File: src/rtl/tlul_intg_arb.sv
// rtl/tlul_intg_arb.sv - N-to-1 TL-UL A-channel arbiter sharing one device port and one integrity checker
// Single outstanding transaction; integrity failures are answered locally with an error response.
module tlul_intg_arb #(
  parameter int NumHosts  = 4,
  parameter int PayloadW  = 108,
  parameter int RspW      = 66,
  parameter bit LockOnErr = 1'b1
) (
  input  logic                         clk_i,
  input  logic                         rst_i,
  input  logic [NumHosts-1:0]          host_a_valid_i,
  input  logic [NumHosts*PayloadW-1:0] host_a_payload_i,
  output logic [NumHosts-1:0]          host_a_ready_o,
  output logic [NumHosts-1:0]          host_d_valid_o,
  input  logic [NumHosts-1:0]          host_d_ready_i,
  output logic [RspW-1:0]              host_d_payload_o,
  output logic                         host_d_error_o,
  output logic [PayloadW-1:0]          chk_payload_o,
  input  logic                         chk_err_i,
  output logic                         dev_a_valid_o,
  output logic [PayloadW-1:0]          dev_a_payload_o,
  input  logic                         dev_a_ready_i,
  input  logic                         dev_d_valid_i,
  input  logic [RspW-1:0]              dev_d_payload_i,
  input  logic                         dev_d_error_i,
  output logic                         dev_d_ready_o,
  output logic                         locked_o,
  output logic [7:0]                   err_cnt_o
);

  localparam int IdxW = (NumHosts > 1) ? $clog2(NumHosts) : 1;

  typedef enum logic [2:0] {IDLE, CHK, FWD, RSP, ERR_RSP} state_e;

  state_e              state_q;
  logic [IdxW-1:0]     ptr_q;
  logic [IdxW-1:0]     gnt_q;
  logic [PayloadW-1:0] hold_q;
  logic                locked_q;
  logic [7:0]          err_cnt_q;
  logic [7:0]          err_cnt_d;

  logic [IdxW-1:0]     cand;
  logic [IdxW-1:0]     arb_idx;
  logic                arb_found;
  logic [NumHosts-1:0] arb_oh;
  logic [NumHosts-1:0] gnt_oh;

  // Round-robin search starting just after the last granted host.
  always_comb begin
    arb_found = 1'b0;
    arb_idx   = '0;
    cand      = '0;
    for (int i = 1; i <= NumHosts; i++) begin
      cand = IdxW'((int'(ptr_q) + i) % NumHosts);
      if (!arb_found && host_a_valid_i[cand]) begin
        arb_found = 1'b1;
        arb_idx   = cand;
      end
    end
  end

  assign arb_oh    = NumHosts'(1) << arb_idx;
  assign gnt_oh    = NumHosts'(1) << gnt_q;
  assign err_cnt_d = (err_cnt_q == 8'hFF) ? err_cnt_q : err_cnt_q + 8'd1;

  always_ff @(posedge clk_i) begin
    if (rst_i) begin
      state_q   <= IDLE;
      ptr_q     <= IdxW'(NumHosts - 1);
      gnt_q     <= '0;
      hold_q    <= '0;
      locked_q  <= 1'b0;
      err_cnt_q <= '0;
    end else begin
      case (state_q)
        IDLE: begin
          if (arb_found) begin
            hold_q  <= host_a_payload_i[arb_idx*PayloadW +: PayloadW];
            gnt_q   <= arb_idx;
            ptr_q   <= arb_idx;
            state_q <= CHK;
          end
        end
        CHK: begin
          if (chk_err_i) begin
            err_cnt_q <= err_cnt_d;
            if (LockOnErr) locked_q <= 1'b1;
            state_q <= ERR_RSP;
          end else if (locked_q) begin
            state_q <= ERR_RSP;
          end else begin
            state_q <= FWD;
          end
        end
        FWD: begin
          if (dev_a_ready_i) state_q <= RSP;
        end
        RSP: begin
          if (dev_d_valid_i && host_d_ready_i[gnt_q]) state_q <= IDLE;
        end
        ERR_RSP: begin
          if (host_d_ready_i[gnt_q]) state_q <= IDLE;
        end
        default: state_q <= IDLE;
      endcase
    end
  end

  // Ready is masked during reset so no host believes its request was taken.
  assign host_a_ready_o   = (state_q == IDLE && arb_found && !rst_i) ? arb_oh : '0;
  assign host_d_valid_o   = ((state_q == RSP && dev_d_valid_i) || state_q == ERR_RSP) ? gnt_oh : '0;
  assign host_d_payload_o = (state_q == RSP) ? dev_d_payload_i : '0;
  assign host_d_error_o   = (state_q == RSP) ? dev_d_error_i : (state_q == ERR_RSP);
  assign dev_d_ready_o    = (state_q == RSP) && host_d_ready_i[gnt_q];
  assign dev_a_valid_o    = (state_q == FWD);
  assign dev_a_payload_o  = hold_q;
  assign chk_payload_o    = hold_q;
  assign locked_o         = locked_q;
  assign err_cnt_o        = err_cnt_q;

endmodule

File: config.mk
export PLATFORM = sky130hd
export DESIGN_NAME = tlul_intg_arb
export DESIGN_NICKNAME = d
export VERILOG_FILES = /design/src/rtl/tlul_intg_arb.sv
export SDC_FILE = /design/constraint.sdc
export NUM_CORES = 1
export LEC_CHECK = 0
export CAP_MARGIN = 20
export CORE_AREA = 2 2 315 317
export CTS_BUF_LIST = sky130_fd_sc_hd__clkbuf_2
export DETAILED_ROUTE_END_ITERATION = 7
export DIE_AREA = 0 0 317 319
export DONT_BUFFER_PORTS = 1
export GPL_ROUTABILITY_DRIVEN = 0
export PLACE_DENSITY = 0.3
export SLEW_MARGIN = 20
export SYNTH_ARGS = -nofsm -noshare
export SYNTH_HDL_FRONTEND = slang
export SYNTH_SLANG_ARGS = --single-unit
File: constraint.sdc
create_clock -name clk_i -period 2.5 [get_ports clk_i]
set_input_delay 0.375 -clock clk_i [delete_from_list [all_inputs] [get_ports clk_i]]
set_output_delay 0.375 -clock clk_i [all_outputs]
set_load 0.01 [all_outputs]
==> results.txt, run 1 <==
- The flow did not finish.
* Stage where the flow stopped: 4_1_cts
* First reported error: [ERROR RSZ-0060] Max buffer count reached.
* Number of buffers inserted by port buffering: 0
* Die Y-Extent: 319 microns
- A synthesized cell averages 7.82 sq um.
* Count of cell types in the netlist: 59
- Floorplan row count: 115
- The synthesized design contains 0 enable-type register cells.
* Ys Warns: 0
- After technology mapping, the gate count stands at 1,189.
* Max Buffers Root-to-Sink: 2
- Count of cells resized by post-cts repair: 119
- Worst slack at placement: 0.151 ns
- The synthesized design contains 124 register bits.
- Number of H-tree levels: 4
- For this run, asynchronously set or reset flops after synthesis account for 0.
- Post-DP HPWL: 40,900 microns
* Number of nets produced by synthesis: 1,702
* Number of sinks on the clock net: 124
- Cell at the root of the clock tree: sky130_fd_sc_hd__clkbuf_2
- Pin placement for this block handled 814 I/O pins.
* Most used flip-flop cell after synthesis: sky130_fd_sc_hd__dfxtp_1
- For this configuration, the core starts out at a cell density of 0.0951.
* Number of buffers inserted by post-CTS setup repair: 32
- Cell Area, Synth: 0.00929 sq mm
- Of the synthesized area, sequential elements account for 0.267.
- Number of buffers added by the clock tree synthesis step: 17
- Cell area after placement: 0.00997 sq mm
* Count of hold buffers inserted by post-cts repair: 470
- Die X-Extent: 317 microns
## stage by stage
step	instances	hold WS, ns
3_3_place_gp	2273	0.491
2_1_floorplan	1189	0.482
3_5_place_dp	2273	0.493
## cell usage after synthesis, types with 3 or more instances
library cell / count / area (sq um)
sky130_fd_sc_hd__a31oi_1: 108 / 676
sky130_fd_sc_hd__dfxtp_1: 124 / 2480
sky130_fd_sc_hd__nand3_1: 3 / 15.0
sky130_fd_sc_hd__a21oi_1: 116 / 581
sky130_fd_sc_hd__and2_1: 175 / 1090
sky130_fd_sc_hd__nor3_1: 9 / 45.0
sky130_fd_sc_hd__o21bai_1: 109 / 818
sky130_fd_sc_hd__nand2_1: 8 / 30.0
sky130_fd_sc_hd__nand2b_1: 4 / 25.0
sky130_fd_sc_hd__nor2_1: 14 / 52.6
sky130_fd_sc_hd__buf_1: 8 / 30.0
sky130_fd_sc_hd__buf_2: 38 / 190
sky130_fd_sc_hd__o21ai_1: 6 / 30.0
sky130_fd_sc_hd__buf_4: 117 / 878
sky130_fd_sc_hd__o21ai_0: 103 / 515
sky130_fd_sc_hd__clkbuf_8: 3 / 41.3
sky130_fd_sc_hd__clkbuf_1: 73 / 274
sky130_fd_sc_hd__nor3b_1: 3 / 22.5
sky130_fd_sc_hd__a32oi_1: 108 / 946
sky130_fd_sc_hd__nor2b_1: 3 / 18.8
sky130_fd_sc_hd__xnor2_1: 3 / 26.3
sky130_fd_sc_hd__buf_6: 5 / 56.3
sky130_fd_sc_hd__inv_1: 9 / 33.8
## cell families after synthesis
| logic type | after synthesis | share of synthesized area |
|---|---|---|
| DFF | 124 | 0.267 |
| buffers and inverters | 253 | 0.162 |
| AOI/OAI and AO/OA | 573 | 0.410 |
| xor gates and xnor gates | 3 | 0.00283 |
| muxes | 4 | 0.00592 |
| and+or+nand+nor | 231 | 0.151 |
| adders and majority gates | 1 | 0.00135 |
==> run 2: changes to the inputs <==
Settings changed: CORE_AREA 2 2 315 317 to 2 2 313 315, CTS_BUF_LIST sky130_fd_sc_hd__clkbuf_2 to unset, DIE_AREA 0 0 317 319 to 0 0 315 317, PLACE_DENSITY 0.3 to unset, PLACE_DENSITY_LB_ADDON set to 0.15.
==> run 2 against run 1 <==
Against the previous run:
- the flow now finishes without violations
- synthesized cell count is the same
- area after synthesis unchanged
==> results.txt, run 2 <==
* Number of nets produced by synthesis: 1,702
* Launching element type of the critical path: register
- Setup repair after global routing left no endpoint under its margin.
- Ratio of cells with drive above 1 in the final layout: 0.108
- Of the total power, the clock network draws 0.221.
- In this run the tightest slew margin relative to its limit is 0.490.
* Worst VDD drop: 0.000360 V
- Prior to clock tree synthesis, the placed netlist has a worst setup slack of -0.0324 ns.
- For this design the total switching power over the nets is 0.00616 W.
- The clock tree synthesis step divided the H-tree into 4 levels.
* Logic pwr share: 0.405
- Largest net degree at the start of global routing: 118
* Cell Area, Synth: 0.00929 sq mm
- Measured along the y axis, the die boundary spans 317 microns.
- Clock latency of the later-clocked register in the worst-skew pair: 0.50 ns
- The critical path starts at ptr_q[0].
- The clock arrives with 0.0191 ns of skew.
- Number of filler cells placed in the layout: 11,162
* Most used flip-flop cell after synthesis: sky130_fd_sc_hd__dfxtp_1
* Full die area: 0.0999 sq mm
* Number of cell instances on the worst register-to-register path: 5
- Congestion Overflow GR: 0
* Number of stages on the worst setup path: 5
- The signal on the critical path passes through nand2b_4 -> a311o_2 -> buf_4 -> a32oi_1 -> a31oi_1.
- After routing the design area is 0.0115 sq mm.
- Share of the core filled with cells: 0.120
- Fraction of synthesis flops using an asynchronous set or reset pin: 0
- Final worst setup slack: 0.137 ns
* Max Buffers Root-to-Sink: 2
* Cell with the largest stage delay on the worst path: sky130_fd_sc_hd__a32oi_1
* Final #Nets: 1,616
* Vias in the first global route: 9,797
- Internal power summed over all cells: 0.00587 W
* Cell at the root of the clock tree: sky130_fd_sc_hd__clkbuf_16
- Worst stage delay on the critical path: 0.56 ns
- Area occupied by registers: 0.00249 sq mm
* Growth of design area from synthesis to finish: 23.9%
* Cell types with the largest area share after synthesis: sky130_fd_sc_hd__dfxtp_1 (27%), sky130_fd_sc_hd__and2_1 (12%), sky130_fd_sc_hd__a32oi_1 (10%)
- Total routed wirelength: 58,300 microns
- In this run the worst hold path is classified as in2reg.
* Area leader, netlist: sky130_fd_sc_hd__dfxtp_1
- In this run the remaining antenna-violating nets after routing total 0.
* Register clock-pin slew on the reported worst setup and hold paths: 0.07 ns
* Family with the most delay on the worst path: compound AO/OA/AOI/OAI gates
- Post-route setup TNS: 0 ns
* Cell with the most instances after synthesis: sky130_fd_sc_hd__and2_1
- Crit-path max FO: 54
- Together, buffers and inverters on the worst path number 1.
- TritonCTS clock tree: yes
* Post-synth EDFFs: 0
- Reg power frac: 0.374
* Post-route minimum period: 2.36 ns
- Flop and latch count out of synthesis: 124
* Status: complete, no violations
- After synthesis, the mean cell area works out to 7.82 sq um.
- Number of buffers added by the clock tree synthesis step: 17
- Most common library cell in the layout ignoring fill and taps: sky130_fd_sc_hd__and2_1
- Tot GR Track Use: 0.111
* Worst path required time: 2.86 ns
* Reg-to-reg startpoint: ptr_q[0]
- Multi-input gate area: 0.00540 sq mm
- The number of hold-slack violations in the final timing report is 0.
* Most used cells in the layout excluding fill and tap cells: sky130_fd_sc_hd__and2_1 (175), sky130_fd_sc_hd__dfxtp_1 (120), sky130_fd_sc_hd__a21oi_1 (116), sky130_fd_sc_hd__o21bai_1 (109), sky130_fd_sc_hd__a31oi_1 (108)
* Number of antenna violations at the first check in global routing: 24
- Post-detailed-route via-to-cell ratio: 4.03
- Max capacitance violation total: 0
- Post-route DRC: 0
* Routed vias: 9,678
- Dividing the detail-routed wire length by the instance count gives 24.3 microns.
- Total power per unit cell area: 1040 mW/mm^2
* First-pass GRT wire length: 77,300 microns
- The final count of pins violating max slew was 0.
- STA classifies the critical path endpoint as a register.
- Cell area after placement: 0.0100 sq mm
- The share of synthesized area in the top cell type comes to 0.267.
- Top Ports: 814
* Initial cell density of the core: 0.0965
- The commonest cells after synthesis are sky130_fd_sc_hd__and2_1 (175), sky130_fd_sc_hd__dfxtp_1 (124), sky130_fd_sc_hd__buf_4 (117).
- Worst Max-Slew Pin Slew: 0.765 ns
* Post-DP HPWL: 41,900 microns
* Final period util: 0.945
- The first detailed-routing pass took 5 iterations.
- The critical path is of the reg2reg type.
* Floorplan row count: 114
- Cells after Synth: 1,189
- Measured along the x axis, the die boundary spans 315 microns.
- Count of cell types in the netlist: 59
- Floorplan core area: 0.0963 sq mm
* Crit path DAT: 2.72 ns
* Beginning of the worst hold path: host_a_payload_i[88]
- Switch share: 0.512
- Number of buffers inserted by port buffering: 0
- Final setup violating endpoints: 0
* LEAKAGE: 3.64 nW
- Starting DRC count in detailed routing: 600
- The register with the most flip-flops in the layout has 108 of them.
- Part of the Yosys area used for sequential elements: 0.267
- Clock tree synthesis found a total of 124 sinks.
- Along the worst hold path, the cell count comes to 2.
- Ys Warns: 0
- Derived from the worst setup path, the maximum achievable clock frequency is 423 MHz.
==> run 2: cell counts after synthesis <==
No cell type changed its count.
==> run 2: cell type report <==
type	instances	area share
Multi-Input combinational cell	813	0.469
Sequential cell	124	0.216
Tap cell	1276	0.139
Timing Repair Buffer	138	0.122
Clock buffer	18	0.0373
Clock inverter	14	0.0117
Inverter	9	0.00293
Antenna cell	11	0.00239
==> run 2: what timing repair did <==
item | CTS | global route
resized for setup | 5 | 6
buffers inserted | 2 | 5
hold endpoints to repair | 95 | 0
cloned | 1 | 0
hold buffers | 79 | 0
setup endpoints to repair | 7 | 7
pin swaps | 3 | 2
==> run 2: logic make-up (layout without fill, tap and decap cells) <==
logic type      count (synthesis)  in the layout  share of synthesized area
compound gates                573            573                      0.410
xor+xnor                        3              3                    0.00283
fa+ha+maj                       1              1                    0.00135
buf+inv                       253            179                      0.162
flops                         124            124                      0.267
mux                             4              4                    0.00592
other cells                     0             11                          0
simple gates                  231            232                      0.151
==> run 2: power groups by stage <==
stage / combinational (W) / sequential, W / clock (W)
final: 0.00487 / 0.00450 / 0.00266
after global routing: 0.00533 / 0.00468 / 0.00285
after CTS: 0.00492 / 0.00454 / 0.00282
after detailed placement: 0.00477 / 0.00457 / 0
after global placement: 0.00478 / 0.00457 / 0
after floorplan: 0.00450 / 0.00360 / 0
==> run 2: worst register-to-register path, stage by stage (launching register included) <==
cell                       delay [ns]
sky130_fd_sc_hd__dfxtp_1         0.39
sky130_fd_sc_hd__nand2b_4        0.22
sky130_fd_sc_hd__a311o_2         0.48
sky130_fd_sc_hd__buf_4           0.31
sky130_fd_sc_hd__a32oi_1         0.67
sky130_fd_sc_hd__a31oi_1         0.15
==> run 2: metal layers <==
metal  vias to the layer above  global-route usage  share of wire
met2                       670               0.198           0.51
met4                        16              0.0435          0.024
met5                         -                   0         0.0018
met3                        89              0.0460           0.10
li1                       4163                   -              -
met1                      4740               0.114           0.36
==> run 2: worst paths after layout <==
kind	slack, ns	to
max	0.14	chk_payload_o[69]
min	0.06	chk_payload_o[88]
max reg2reg	0.14	chk_payload_o[69]
min reg2reg	0.53	gnt_q[1]
==> run 2: through the flow <==
step	power, W	std cells	hold slack, ns
final	0.0120	2403	0.0646
after global routing	0.0129	2396	0.0307
after CTS	0.0123	2386	0.000387
after floorplan	0.00811	1189	0.482
after global placement	0.00936	2272	0.461
after detailed placement	0.00934	2272	0.465
No activity file was read; power rests on OpenSTA's default activity.
